## config.mk

```make
export PLATFORM = sky130hd
export DESIGN_NAME = axil_memory_arbiter
export DESIGN_NICKNAME = d
export VERILOG_FILES = /design/src/rtl/axil_memory_arbiter_pkg.sv /design/src/rtl/rr_arbiter_2.sv /design/src/rtl/axil_memory_arbiter.sv
export SDC_FILE = /design/constraint.sdc
export NUM_CORES = 1
export LEC_CHECK = 0
export CAP_MARGIN = 20
export CORE_AREA = 2 2 138 140
export CTS_CLUSTER_SIZE = 8
export DETAILED_ROUTE_END_ITERATION = 10
export DIE_AREA = 0 0 140 142
export HOLD_SLACK_MARGIN = 0.05
export PLACE_DENSITY = 0.75
export SLEW_MARGIN = 5
export SYNTH_ARGS = -nofsm -noshare
export SYNTH_HDL_FRONTEND = slang
export SYNTH_SLANG_ARGS = --single-unit
```

## constraint.sdc

```tcl
create_clock -name i_Clock -period 5.21 [get_ports i_Clock]
set_clock_uncertainty 0.2 [all_clocks]
set_input_delay 1.042 -clock i_Clock [delete_from_list [all_inputs] [get_ports i_Clock]]
set_output_delay 1.042 -clock i_Clock [all_outputs]
set_load 0.02 [all_outputs]
```

## src/rtl/axil_memory_arbiter_pkg.sv

```systemverilog
// ---------------------------------------------------------------------------
// axil_memory_arbiter_pkg
//   Shared definitions for the two-into-one AXI4-Lite memory arbiter:
//   FSM state encoding, upstream port identifiers and AXI response codes.
// ---------------------------------------------------------------------------
package axil_memory_arbiter_pkg;

    typedef enum logic [2:0] {
        ST_IDLE = 3'd0,   // waiting for a request
        ST_M_AR = 3'd1,   // driving master read address
        ST_M_R  = 3'd2,   // awaiting master read data
        ST_S_R  = 3'd3,   // returning read data upstream
        ST_M_W  = 3'd4,   // driving master write address + data
        ST_M_B  = 3'd5,   // awaiting master write response
        ST_S_B  = 3'd6    // returning write response upstream
    } state_e;

    localparam logic PORT_INSTR = 1'b0;
    localparam logic PORT_DATA  = 1'b1;

    localparam logic [1:0] RESP_OKAY   = 2'b00;
    localparam logic [1:0] RESP_SLVERR = 2'b10;

endpackage

```

## src/rtl/rr_arbiter_2.sv

```systemverilog
// ---------------------------------------------------------------------------
// rr_arbiter_2
//   Two-requester round-robin arbiter. Grant is combinational from the
//   requests and the last-grant flop; the flop only updates when the owner
//   actually accepts the granted request.
//
//   clk_i     clock
//   rst_ni    asynchronous active-low reset (last grant -> data port)
//   req_i     [0] instruction port, [1] data port
//   accept_i  grant was consumed this cycle
//   gnt_o     one-hot grant, same bit order as req_i
// ---------------------------------------------------------------------------
module rr_arbiter_2
    import axil_memory_arbiter_pkg::*;
(
    input  logic       clk_i,
    input  logic       rst_ni,
    input  logic [1:0] req_i,
    input  logic       accept_i,
    output logic [1:0] gnt_o
);

    logic last_q, last_d;

    always_comb begin
        gnt_o = '0;
        case (req_i)
            2'b01:   gnt_o = 2'b01;
            2'b10:   gnt_o = 2'b10;
            // Tie: favour whichever port did not win last time.
            2'b11:   gnt_o = (last_q == PORT_DATA) ? 2'b01 : 2'b10;
            default: gnt_o = '0;
        endcase
    end

    always_comb begin
        last_d = last_q;
        if (accept_i) begin
            last_d = gnt_o[1] ? PORT_DATA : PORT_INSTR;
        end
    end

    always_ff @(posedge clk_i or negedge rst_ni) begin
        if (!rst_ni) begin
            last_q <= PORT_DATA;
        end else begin
            last_q <= last_d;
        end
    end

endmodule

```

## src/rtl/axil_memory_arbiter.sv

```systemverilog
// ---------------------------------------------------------------------------
// axil_memory_arbiter
//   Serialises the CPU instruction (read-only) and data (read/write) AXI4-Lite
//   masters onto one AXI4-Lite master port toward the memory controller.
//   Round-robin between ports, read before write on the data port, and only
//   one transaction outstanding overall.
//
//   i_Clock / i_Reset_N   clock, asynchronous active-low reset
//   s_instr_axil_*        instruction port (AR/R only)
//   s_data_axil_*         data port (AR/R/AW/W/B)
//   m_axil_*              shared memory-controller port; all valid/ready and
//                         payload outputs come straight from flops
//   Upstream accept strobes (s_*ready) are combinational in IDLE only.
// ---------------------------------------------------------------------------
module axil_memory_arbiter
    import axil_memory_arbiter_pkg::*;
#(
    parameter int ADDR_WIDTH = 32,
    parameter int DATA_WIDTH = 32
) (
    input  logic                      i_Clock,
    input  logic                      i_Reset_N,

    input  logic [ADDR_WIDTH-1:0]     s_instr_axil_araddr,
    input  logic                      s_instr_axil_arvalid,
    output logic                      s_instr_axil_arready,
    output logic [DATA_WIDTH-1:0]     s_instr_axil_rdata,
    output logic                      s_instr_axil_rvalid,
    input  logic                      s_instr_axil_rready,

    input  logic [ADDR_WIDTH-1:0]     s_data_axil_araddr,
    input  logic                      s_data_axil_arvalid,
    output logic                      s_data_axil_arready,
    output logic [DATA_WIDTH-1:0]     s_data_axil_rdata,
    output logic                      s_data_axil_rvalid,
    input  logic                      s_data_axil_rready,
    input  logic [ADDR_WIDTH-1:0]     s_data_axil_awaddr,
    input  logic                      s_data_axil_awvalid,
    output logic                      s_data_axil_awready,
    input  logic [DATA_WIDTH-1:0]     s_data_axil_wdata,
    input  logic [DATA_WIDTH/8-1:0]   s_data_axil_wstrb,
    input  logic                      s_data_axil_wvalid,
    output logic                      s_data_axil_wready,
    output logic [1:0]                s_data_axil_bresp,
    output logic                      s_data_axil_bvalid,
    input  logic                      s_data_axil_bready,

    output logic [ADDR_WIDTH-1:0]     m_axil_araddr,
    output logic                      m_axil_arvalid,
    input  logic                      m_axil_arready,
    input  logic [DATA_WIDTH-1:0]     m_axil_rdata,
    input  logic                      m_axil_rvalid,
    output logic                      m_axil_rready,
    output logic [ADDR_WIDTH-1:0]     m_axil_awaddr,
    output logic                      m_axil_awvalid,
    input  logic                      m_axil_awready,
    output logic [DATA_WIDTH-1:0]     m_axil_wdata,
    output logic [DATA_WIDTH/8-1:0]   m_axil_wstrb,
    output logic                      m_axil_wvalid,
    input  logic                      m_axil_wready,
    input  logic [1:0]                m_axil_bresp,
    input  logic                      m_axil_bvalid,
    output logic                      m_axil_bready
);

    localparam int STRB_WIDTH = DATA_WIDTH / 8;

    state_e                  state_q,   state_d;
    logic                    port_q,    port_d;
    logic [ADDR_WIDTH-1:0]   addr_q,    addr_d;
    logic [DATA_WIDTH-1:0]   wdata_q,   wdata_d;
    logic [STRB_WIDTH-1:0]   wstrb_q,   wstrb_d;
    logic [DATA_WIDTH-1:0]   rdata_q,   rdata_d;
    logic [1:0]              bresp_q,   bresp_d;
    logic                    arvalid_q, arvalid_d;
    logic                    awvalid_q, awvalid_d;
    logic                    wvalid_q,  wvalid_d;
    logic                    rready_q,  rready_d;
    logic                    bready_q,  bready_d;

    logic       is_idle;
    logic       instr_req, data_req;
    logic [1:0] req, gnt;
    logic       instr_acc, data_rd_acc, data_wr_acc, accept;

    assign is_idle   = (state_q == ST_IDLE);
    assign instr_req = s_instr_axil_arvalid;
    // A write only counts once AW and W are presented together.
    assign data_req  = s_data_axil_arvalid | (s_data_axil_awvalid & s_data_axil_wvalid);
    assign req       = is_idle ? {data_req, instr_req} : 2'b00;

    rr_arbiter_2 u_rr (
        .clk_i    (i_Clock),
        .rst_ni   (i_Reset_N),
        .req_i    (req),
        .accept_i (accept),
        .gnt_o    (gnt)
    );

    // A granted data port with both a read and a write pending takes the read.
    assign instr_acc   = gnt[0];
    assign data_rd_acc = gnt[1] &  s_data_axil_arvalid;
    assign data_wr_acc = gnt[1] & ~s_data_axil_arvalid;
    assign accept      = instr_acc | data_rd_acc | data_wr_acc;

    assign s_instr_axil_arready = instr_acc;
    assign s_data_axil_arready  = data_rd_acc;
    assign s_data_axil_awready  = data_wr_acc;
    assign s_data_axil_wready   = data_wr_acc;

    assign s_instr_axil_rdata   = rdata_q;
    assign s_data_axil_rdata    = rdata_q;
    assign s_instr_axil_rvalid  = (state_q == ST_S_R) && (port_q == PORT_INSTR);
    assign s_data_axil_rvalid   = (state_q == ST_S_R) && (port_q == PORT_DATA);
    assign s_data_axil_bvalid   = (state_q == ST_S_B);
    assign s_data_axil_bresp    = bresp_q;

    assign m_axil_araddr  = addr_q;
    assign m_axil_arvalid = arvalid_q;
    assign m_axil_rready  = rready_q;
    assign m_axil_awaddr  = addr_q;
    assign m_axil_awvalid = awvalid_q;
    assign m_axil_wdata   = wdata_q;
    assign m_axil_wstrb   = wstrb_q;
    assign m_axil_wvalid  = wvalid_q;
    assign m_axil_bready  = bready_q;

    always_comb begin
        state_d   = state_q;
        port_d    = port_q;
        addr_d    = addr_q;
        wdata_d   = wdata_q;
        wstrb_d   = wstrb_q;
        rdata_d   = rdata_q;
        bresp_d   = bresp_q;
        arvalid_d = arvalid_q;
        awvalid_d = awvalid_q;
        wvalid_d  = wvalid_q;
        rready_d  = rready_q;
        bready_d  = bready_q;

        case (state_q)
            ST_IDLE: begin
                if (instr_acc) begin
                    port_d    = PORT_INSTR;
                    addr_d    = s_instr_axil_araddr;
                    arvalid_d = 1'b1;
                    state_d   = ST_M_AR;
                end else if (data_rd_acc) begin
                    port_d    = PORT_DATA;
                    addr_d    = s_data_axil_araddr;
                    arvalid_d = 1'b1;
                    state_d   = ST_M_AR;
                end else if (data_wr_acc) begin
                    port_d    = PORT_DATA;
                    addr_d    = s_data_axil_awaddr;
                    wdata_d   = s_data_axil_wdata;
                    wstrb_d   = s_data_axil_wstrb;
                    awvalid_d = 1'b1;
                    wvalid_d  = 1'b1;
                    state_d   = ST_M_W;
                end
            end
            ST_M_AR: begin
                if (m_axil_arready) begin
                    arvalid_d = 1'b0;
                    rready_d  = 1'b1;
                    state_d   = ST_M_R;
                end
            end
            ST_M_R: begin
                if (m_axil_rvalid) begin
                    rdata_d  = m_axil_rdata;
                    rready_d = 1'b0;
                    state_d  = ST_S_R;
                end
            end
            ST_S_R: begin
                if ((port_q == PORT_INSTR) ? s_instr_axil_rready : s_data_axil_rready) begin
                    state_d = ST_IDLE;
                end
            end
            ST_M_W: begin
                // AW and W complete independently; leave once both are done.
                awvalid_d = awvalid_q & ~m_axil_awready;
                wvalid_d  = wvalid_q  & ~m_axil_wready;
                if (!awvalid_d && !wvalid_d) begin
                    bready_d = 1'b1;
                    state_d  = ST_M_B;
                end
            end
            ST_M_B: begin
                if (m_axil_bvalid) begin
                    bresp_d  = m_axil_bresp;
                    bready_d = 1'b0;
                    state_d  = ST_S_B;
                end
            end
            ST_S_B: begin
                if (s_data_axil_bready) begin
                    state_d = ST_IDLE;
                end
            end
            default: state_d = ST_IDLE;
        endcase
    end

    always_ff @(posedge i_Clock or negedge i_Reset_N) begin
        if (!i_Reset_N) begin
            state_q   <= ST_IDLE;
            port_q    <= PORT_INSTR;
            addr_q    <= '0;
            wdata_q   <= '0;
            wstrb_q   <= '0;
            rdata_q   <= '0;
            bresp_q   <= RESP_OKAY;
            arvalid_q <= 1'b0;
            awvalid_q <= 1'b0;
            wvalid_q  <= 1'b0;
            rready_q  <= 1'b0;
            bready_q  <= 1'b0;
        end else begin
            state_q   <= state_d;
            port_q    <= port_d;
            addr_q    <= addr_d;
            wdata_q   <= wdata_d;
            wstrb_q   <= wstrb_d;
            rdata_q   <= rdata_d;
            bresp_q   <= bresp_d;
            arvalid_q <= arvalid_d;
            awvalid_q <= awvalid_d;
            wvalid_q  <= wvalid_d;
            rready_q  <= rready_d;
            bready_q  <= bready_d;
        end
    end

endmodule

```

==> results of run 1 <==
## layout make-up
type / instances / area, um2
Clock buffer: 11 / 243
Clock inverter: 5 / 46.3
Sequential cell: 112 / 2800
Inverter: 7 / 26.3
Multi-Input combinational cell: 321 / 2360
Timing Repair Buffer: 367 / 3650
Tap cell: 234 / 293
Fill cell: 1702 / 9040
## report_power, final
| group | internal, mW | switching (mW) |
|---|---|---|
| logic | 1.67 | 1.59 |
| clock network | 0.348 | 0.338 |
| registers | 1.28 | 0.351 |
## sequential cells by signal (all words and copies together), names as in the netlist, 2 cells and up
name               flops
m_axil_araddr         32
m_axil_wdata          32
s_data_axil_rdata     32
m_axil_wstrb           4
state_q                3
s_data_axil_bresp      2
## per-stage QoR
stage / total power, mW / utilization [%] / area [um2]
2_1_floorplan: 3.59 / - / 5840
3_3_place_gp: 4.87 / 49.5 / 9130
3_5_place_dp: 4.94 / 49.5 / 9130
4_1_cts: 5.65 / 51.0 / 9420
5_1_grt: 5.90 / 51.0 / 9420
6_report: 5.58 / 51.0 / 9420
## cells by family (layout without fill, tap and decap cells)
kind of cell / Yosys count / count (layout) / share of synthesized area, %
DFF: 112 / 112 / 48.0
muxes: 103 / 103 / 19.8
buffers and inverters: 107 / 390 / 11.9
AOI/OAI and AO/OA: 115 / 115 / 11.1
and+or+nand+nor: 103 / 103 / 9.11
## worst register-to-register path: cells and delay by family, from the launching register on
kind	cells	cell delay, ps
buf+inv	2	810
flops	1	490
mux	1	420
simple gates	2	850
## layer usage
layer / track usage [%] / vias up / wire length, um
li1: - / 2371 / -
met1: 21.5 / 2399 / 7280
met2: 31.1 / 211 / 9330
met3: 5.11 / 14 / 1300
met4: 3.99 / 2 / 207
met5: 0 / - / 16
## how the worst max path moves through the flow
| stage | startpoint | slack, ps | depth (start not counted) | end |
|---|---|---|---|---|
| finish | s_data_axil_arvalid | 820 | 5 | s_instr_axil_arready |
| global route | s_data_axil_arvalid | 630 | 5 | s_instr_axil_arready |
| CTS | s_data_axil_arvalid | 810 | 5 | s_instr_axil_arready |
| detailed placement | s_data_axil_arvalid | 840 | 5 | s_instr_axil_arready |
| global placement | s_data_axil_arvalid | 840 | 5 | s_instr_axil_arready |
| floorplan | s_instr_axil_arvalid | 1780 | 6 | s_data_axil_arready |
## cell usage after synthesis (all sizes together)
| cell type | n | area (um2) |
|---|---|---|
| o31ai | 1 | 7.51 |
| nor2b | 3 | 18.8 |
| a21oi | 37 | 185 |
| mux2 | 70 | 826 |
| o211ai | 1 | 7.51 |
| a221o | 1 | 10.0 |
| and3 | 1 | 6.26 |
| nor3 | 1 | 5.00 |
| a211oi | 1 | 7.51 |
| nand3 | 4 | 20.0 |
| o21ai | 36 | 180 |
| nor4b | 1 | 23.8 |
| o22a | 1 | 8.76 |
| a22o | 1 | 8.76 |
| nand2 | 11 | 41.3 |
| or3 | 1 | 6.26 |
| buf | 84 | 608 |
| dfstp | 1 | 26.3 |
| a31o | 1 | 8.76 |
| nand3b | 1 | 7.51 |
| nor2 | 42 | 158 |
| nor4 | 1 | 6.26 |
| a311oi | 1 | 8.76 |
| clkbuf | 16 | 60.1 |
| nand2b | 35 | 219 |
| a31oi | 1 | 6.26 |
| inv | 7 | 26.3 |
| dfrtp | 111 | 2780 |
| o22ai | 32 | 200 |
| mux2i | 33 | 330 |
| nor3b | 2 | 20.0 |
| o221a | 1 | 11.3 |
==> impl_metrics.tcl, run 1 <==
set metrics [dict create \
    run_status "complete, but fails checks" \
    violations "DRC" \
    die_height_um 142 \
    crit_buf_inv 3 \
    area_growth_syn_to_layout_pct 61.4 \
    die-width_um 140 \
    tns_ps 0 \
    slew_violations 0 \
    finalSetupViolations 0 \
    grt_setup_unrepaired "no" \
    largest_net_degree_at_the_start_of_global_routing 66 \
    layout-drive-gt1-share_pct 12.5 \
    worst_hold_slack_ps 304 \
    drt_wirelength_mm 18.1 \
    grt_first_pass_wirelength_mm 27.5 \
    timing.reg2reg.worst_path_depth 5 \
    hpwlAfterDp_mm 13.9 \
    first_global_vias 4907 \
    routed-via-count 4997 \
    synth.ff_latch_count 112 \
    numClockSinks 112 \
    ctsHtreeMaxLevel 3 \
    post_drt_via_cell_ratio 4.73 \
    share_of_synthesized_area_occupied_by_flip_flops_and_latches_pct 48.0 \
    maxCapViolCount 0 \
    first_iteration_detailed_routing_drc_count 259 \
    commonest_non_fill_non_tap_cell_in_the_layout "sky130_fd_sc_hd__clkdlybuf4s50_1" \
    clock_tree.buffer_depth 2 \
    antenna_found_initial 1 \
    critical_path_arrival_ps 3150 \
    cts_made_buffers 9 \
    synthesis.area_per_instance_um2 10.8 \
    nNetsFinal 998 \
    irDropWorstVdd_v 0.000256 \
    core-area_mm2 0.0185 \
    clk_root_buffer_cell "sky130_fd_sc_hd__clkbuf_16" \
    drt_drc_violations_left 23 \
    maxSlewHeadroom_pct 51.4 \
    timing_worst_slew_pin_value_ps 729 \
    grt_use_total_pct 17.6 \
    r2r_start "state_q[2]" \
    leakage_component_of_the_power_nw 3.93 \
    post-cts-setup-buffers 0 \
    min-delay-start "m_axil_arvalid" \
    finalHoldViolations 0 \
    ant_nets 0 \
    drt-pass1-iter-count 9 \
    place_ws_ps 842 \
    worstPathCellList "clkdlybuf4s50_1 > a21oi_1 > o211ai_1 > inv_1 > clkdlybuf4s50_1" \
    min_path_cells 2 \
    timing.hold.worst.class "reg -> reg" \
    critical_path.max_stage_delay_ps 630 \
    timing.critical_path.fanout_max 6 \
    placementRows 50 \
    syn-instance-count 540 \
    critical_path.top_delay_family "buffers and inverters" \
    route.detailed.wl_per_inst_um 17.2 \
    criticalPathCategory "in -> out" \
    place.detailed.instances 1041 \
    whs_endpoint "m_axil_arvalid" \
    ys.warnings.count 0 \
    post-route-period-util_pct 84.3 \
    critical_path.endpoint_type "output port" \
    most-common-layout-cells "356 x sky130_fd_sc_hd__clkdlybuf4s50_1, 111 x sky130_fd_sc_hd__dfrtp_1, 60 x sky130_fd_sc_hd__mux2_2" \
    diodes_inserted 0 \
    postLayoutSetupSlackWorst_ps 817 \
    tritoncts "built" \
    postSynthNetCount 720 \
    required_arrival_time_at_the_worst_endpoint_ps 3970 \
    worst_setup_path_start_kind "input pin" \
    floorplan.die_area_mm2 0.0199 \
    port-buffer-count 357 \
    synthDistinctLibCells 38 \
    post_cts_resize_count 0 \
    power_density_mw_per_mm2 592 \
    grt_overflow_total 0 \
    worst_r2r_endpoint "m_axil_wdata[0]" \
    finalNonFillerCells 1057 \
    gp_congestion 0.789 \
    cp_common_cell "sky130_fd_sc_hd__clkdlybuf4s50_1" \
    start_util_pct 31.6 \
    period_minus_slack_ps 4390 \
    synth_area_mm2 0.00584 \
    cts.reportedPaths.clkPinSlew_ps 80 \
    max_clock_freq_ghz 0.228 \
    clkLatencyLatePin_ps 350 \
    ff2ff_setup_slack_ps 2330 \
    cts_hold_repair.buffers 0 \
    timing.critical_path.slowest_stage_cell "sky130_fd_sc_hd__a21oi_1" \
    top_level_ports 358 \
]
No activity file was read; power rests on OpenSTA's default activity.
==> run 2: changes to the inputs <==
Settings changed: PLACE_DENSITY 0.75 to 0.77.
Clock period 5.21 ns to 4 ns, I/O delays scaled along.
==> run 2 against run 1 <==
- the flow still finishes with violations (DRC)
- die area unchanged
- design area up 0.39%
- clock power up 38%
- largest cell class unchanged
- worst setup slack worse by 540 ps
- power up 31%
==> impl_metrics.tcl, run 2 (same netlist as run 1, synthesis figures left out) <==
set metrics [dict create \
    run_status "complete, but fails checks" \
    violations "DRC" \
    routed-via-count 4970 \
    nNetsFinal 1001 \
    route.detailed.wl_per_inst_um 17.3 \
    critical_path.max_stage_delay_ps 690 \
    core-area_mm2 0.0185 \
    critical_path.endpoint_type "output port" \
    leakage_component_of_the_power_nw 3.95 \
    top_level_ports 358 \
    timing.critical_path.fanout_max 6 \
    maxSlewHeadroom_pct 37.8 \
    slew_violations 0 \
    commonest_non_fill_non_tap_cell_in_the_layout "sky130_fd_sc_hd__clkdlybuf4s50_1" \
    place_ws_ps 278 \
    floorplan.die_area_mm2 0.0199 \
    worst_setup_path_start_kind "input pin" \
    die_height_um 142 \
    clock_tree.buffer_depth 2 \
    ctsHtreeMaxLevel 3 \
    timing.hold.worst.class "reg -> reg" \
    criticalPathCategory "in -> out" \
    period_minus_slack_ps 3720 \
    min_path_cells 2 \
    grt_first_pass_wirelength_mm 28.0 \
    finalHoldViolations 0 \
    post-cts-setup-buffers 0 \
    port-buffer-count 357 \
    power_density_mw_per_mm2 774 \
    drt-pass1-iter-count 10 \
    diodes_inserted 0 \
    min-delay-start "m_axil_arvalid" \
    max_clock_freq_ghz 0.269 \
    critical_path_arrival_ps 2720 \
    r2r_start "state_q[2]" \
    antenna_found_initial 1 \
    finalSetupViolations 0 \
    whs_endpoint "m_axil_arvalid" \
    worstPathCellList "clkdlybuf4s50_1 > a21oi_1 > buf_4 > nor4b_4 > clkdlybuf4s50_1" \
    gp_congestion 0.785 \
    clk_root_buffer_cell "sky130_fd_sc_hd__clkbuf_16" \
    cts_made_buffers 9 \
    tritoncts "built" \
    timing.critical_path.slowest_stage_cell "sky130_fd_sc_hd__clkdlybuf4s50_1" \
    post_drt_via_cell_ratio 4.69 \
    layout-drive-gt1-share_pct 12.8 \
    grt_overflow_total 0 \
    clkLatencyLatePin_ps 350 \
    tns_ps 0 \
    timing.reg2reg.worst_path_depth 4 \
    grt_setup_unrepaired "no" \
    placementRows 50 \
    postLayoutSetupSlackWorst_ps 281 \
    timing_worst_slew_pin_value_ps 932 \
    worst_r2r_endpoint "m_axil_wdata[15]" \
    drt_drc_violations_left 22 \
    cp_common_cell "sky130_fd_sc_hd__clkdlybuf4s50_1" \
    most-common-layout-cells "356 x sky130_fd_sc_hd__clkdlybuf4s50_1, 111 x sky130_fd_sc_hd__dfrtp_1, 60 x sky130_fd_sc_hd__mux2_2" \
    filler_cell_count 1699 \
    numClockSinks 112 \
    post_cts_resize_count 0 \
    area_growth_syn_to_layout_pct 62.0 \
    die-width_um 140 \
    first_global_vias 4930 \
    hpwlAfterDp_mm 13.9 \
    start_util_pct 31.6 \
    drt_wirelength_mm 18.4 \
    ff2ff_setup_slack_ps 1300 \
    cts.reportedPaths.clkPinSlew_ps 70 \
    post-route-period-util_pct 93.0 \
    ant_nets 0 \
    irDropWorstVdd_v 0.000327 \
    grt_use_total_pct 18.0 \
    first_iteration_detailed_routing_drc_count 216 \
    largest_net_degree_at_the_start_of_global_routing 69 \
    required_arrival_time_at_the_worst_endpoint_ps 3000 \
    cts_hold_repair.buffers 0 \
    maxCapViolCount 0 \
]
==> run 2: changes by cell type in the layout (fill, tap and decap cells not counted) <==
cell	change
sky130_fd_sc_hd__clkinv_8	+1
sky130_fd_sc_hd__inv_8	-1
sky130_fd_sc_hd__clkbuf_1	-1
sky130_fd_sc_hd__clkinv_2	+1
sky130_fd_sc_hd__bufinv_16	+1
sky130_fd_sc_hd__clkinv_4	-1
sky130_fd_sc_hd__buf_4	+3
sky130_fd_sc_hd__clkbuf_8	-1
==> run 2: how the worst max path moves through the flow <==
stage	from	endpoint	slack [ps]
after floorplan	s_instr_axil_arvalid	s_data_axil_arready	1050
after global placement	s_data_axil_arvalid	s_data_axil_awready	290
after detailed placement	s_data_axil_arvalid	s_data_axil_wready	280
after CTS	s_data_axil_arvalid	s_data_axil_wready	280
after global routing	s_data_axil_arvalid	s_data_axil_wready	240
final	s_data_axil_arvalid	s_data_axil_awready	280
==> run 2: area by class of cell <==
cell class / count / area, um2 / area share, %
sequential: 112 / 2800 / 29.7
multi-input combinational: 321 / 2360 / 25.0
clock inverter: 6 / 77.6 / 0.820
inverter: 7 / 26.3 / 0.278
clock buffer: 9 / 225 / 2.38
timing repair buffer: 370 / 3670 / 38.8
tap: 234 / 293 / 3.10
==> run 2: metrics by stage <==
step                      hold WS [ps]  cell area, um2  instances  total power [mW]  util, %
after floorplan                    304            5840        540              4.67        -
after global placement             282            9150       1044              6.36     49.6
after global routing               330            9460       1059              7.73     51.2
after detailed placement           291            9150       1044              6.43     49.6
after CTS                          312            9460       1059              7.40     51.2
final                              307            9460       1059              7.32     51.2
==> run 2: report_power, final <==
part / switching (mW) / internal [mW]
clock network: 0.449 / 0.494
registers: 0.439 / 1.67
logic: 2.09 / 2.18
total: 2.98 / 4.34
==> run 2: per-layer routing <==
| layer | share of wire, % | wire, um | GRT usage, % |
|---|---|---|---|
| met3 | 6.5 | 1190 | 3.70 |
| met5 | 0.087 | 16 | 0 |
| met4 | 1.9 | 344 | 5.85 |
| met1 | 40 | 7340 | 22.3 |
| met2 | 52 | 9480 | 31.7 |
==> run 2: worst max-delay path: cells and delay by family <==
| family | cells | cell delay, ps |
|---|---|---|
| compound gates | 1 | 60 |
| buf+inv | 3 | 1450 |
| simple gates | 1 | 390 |
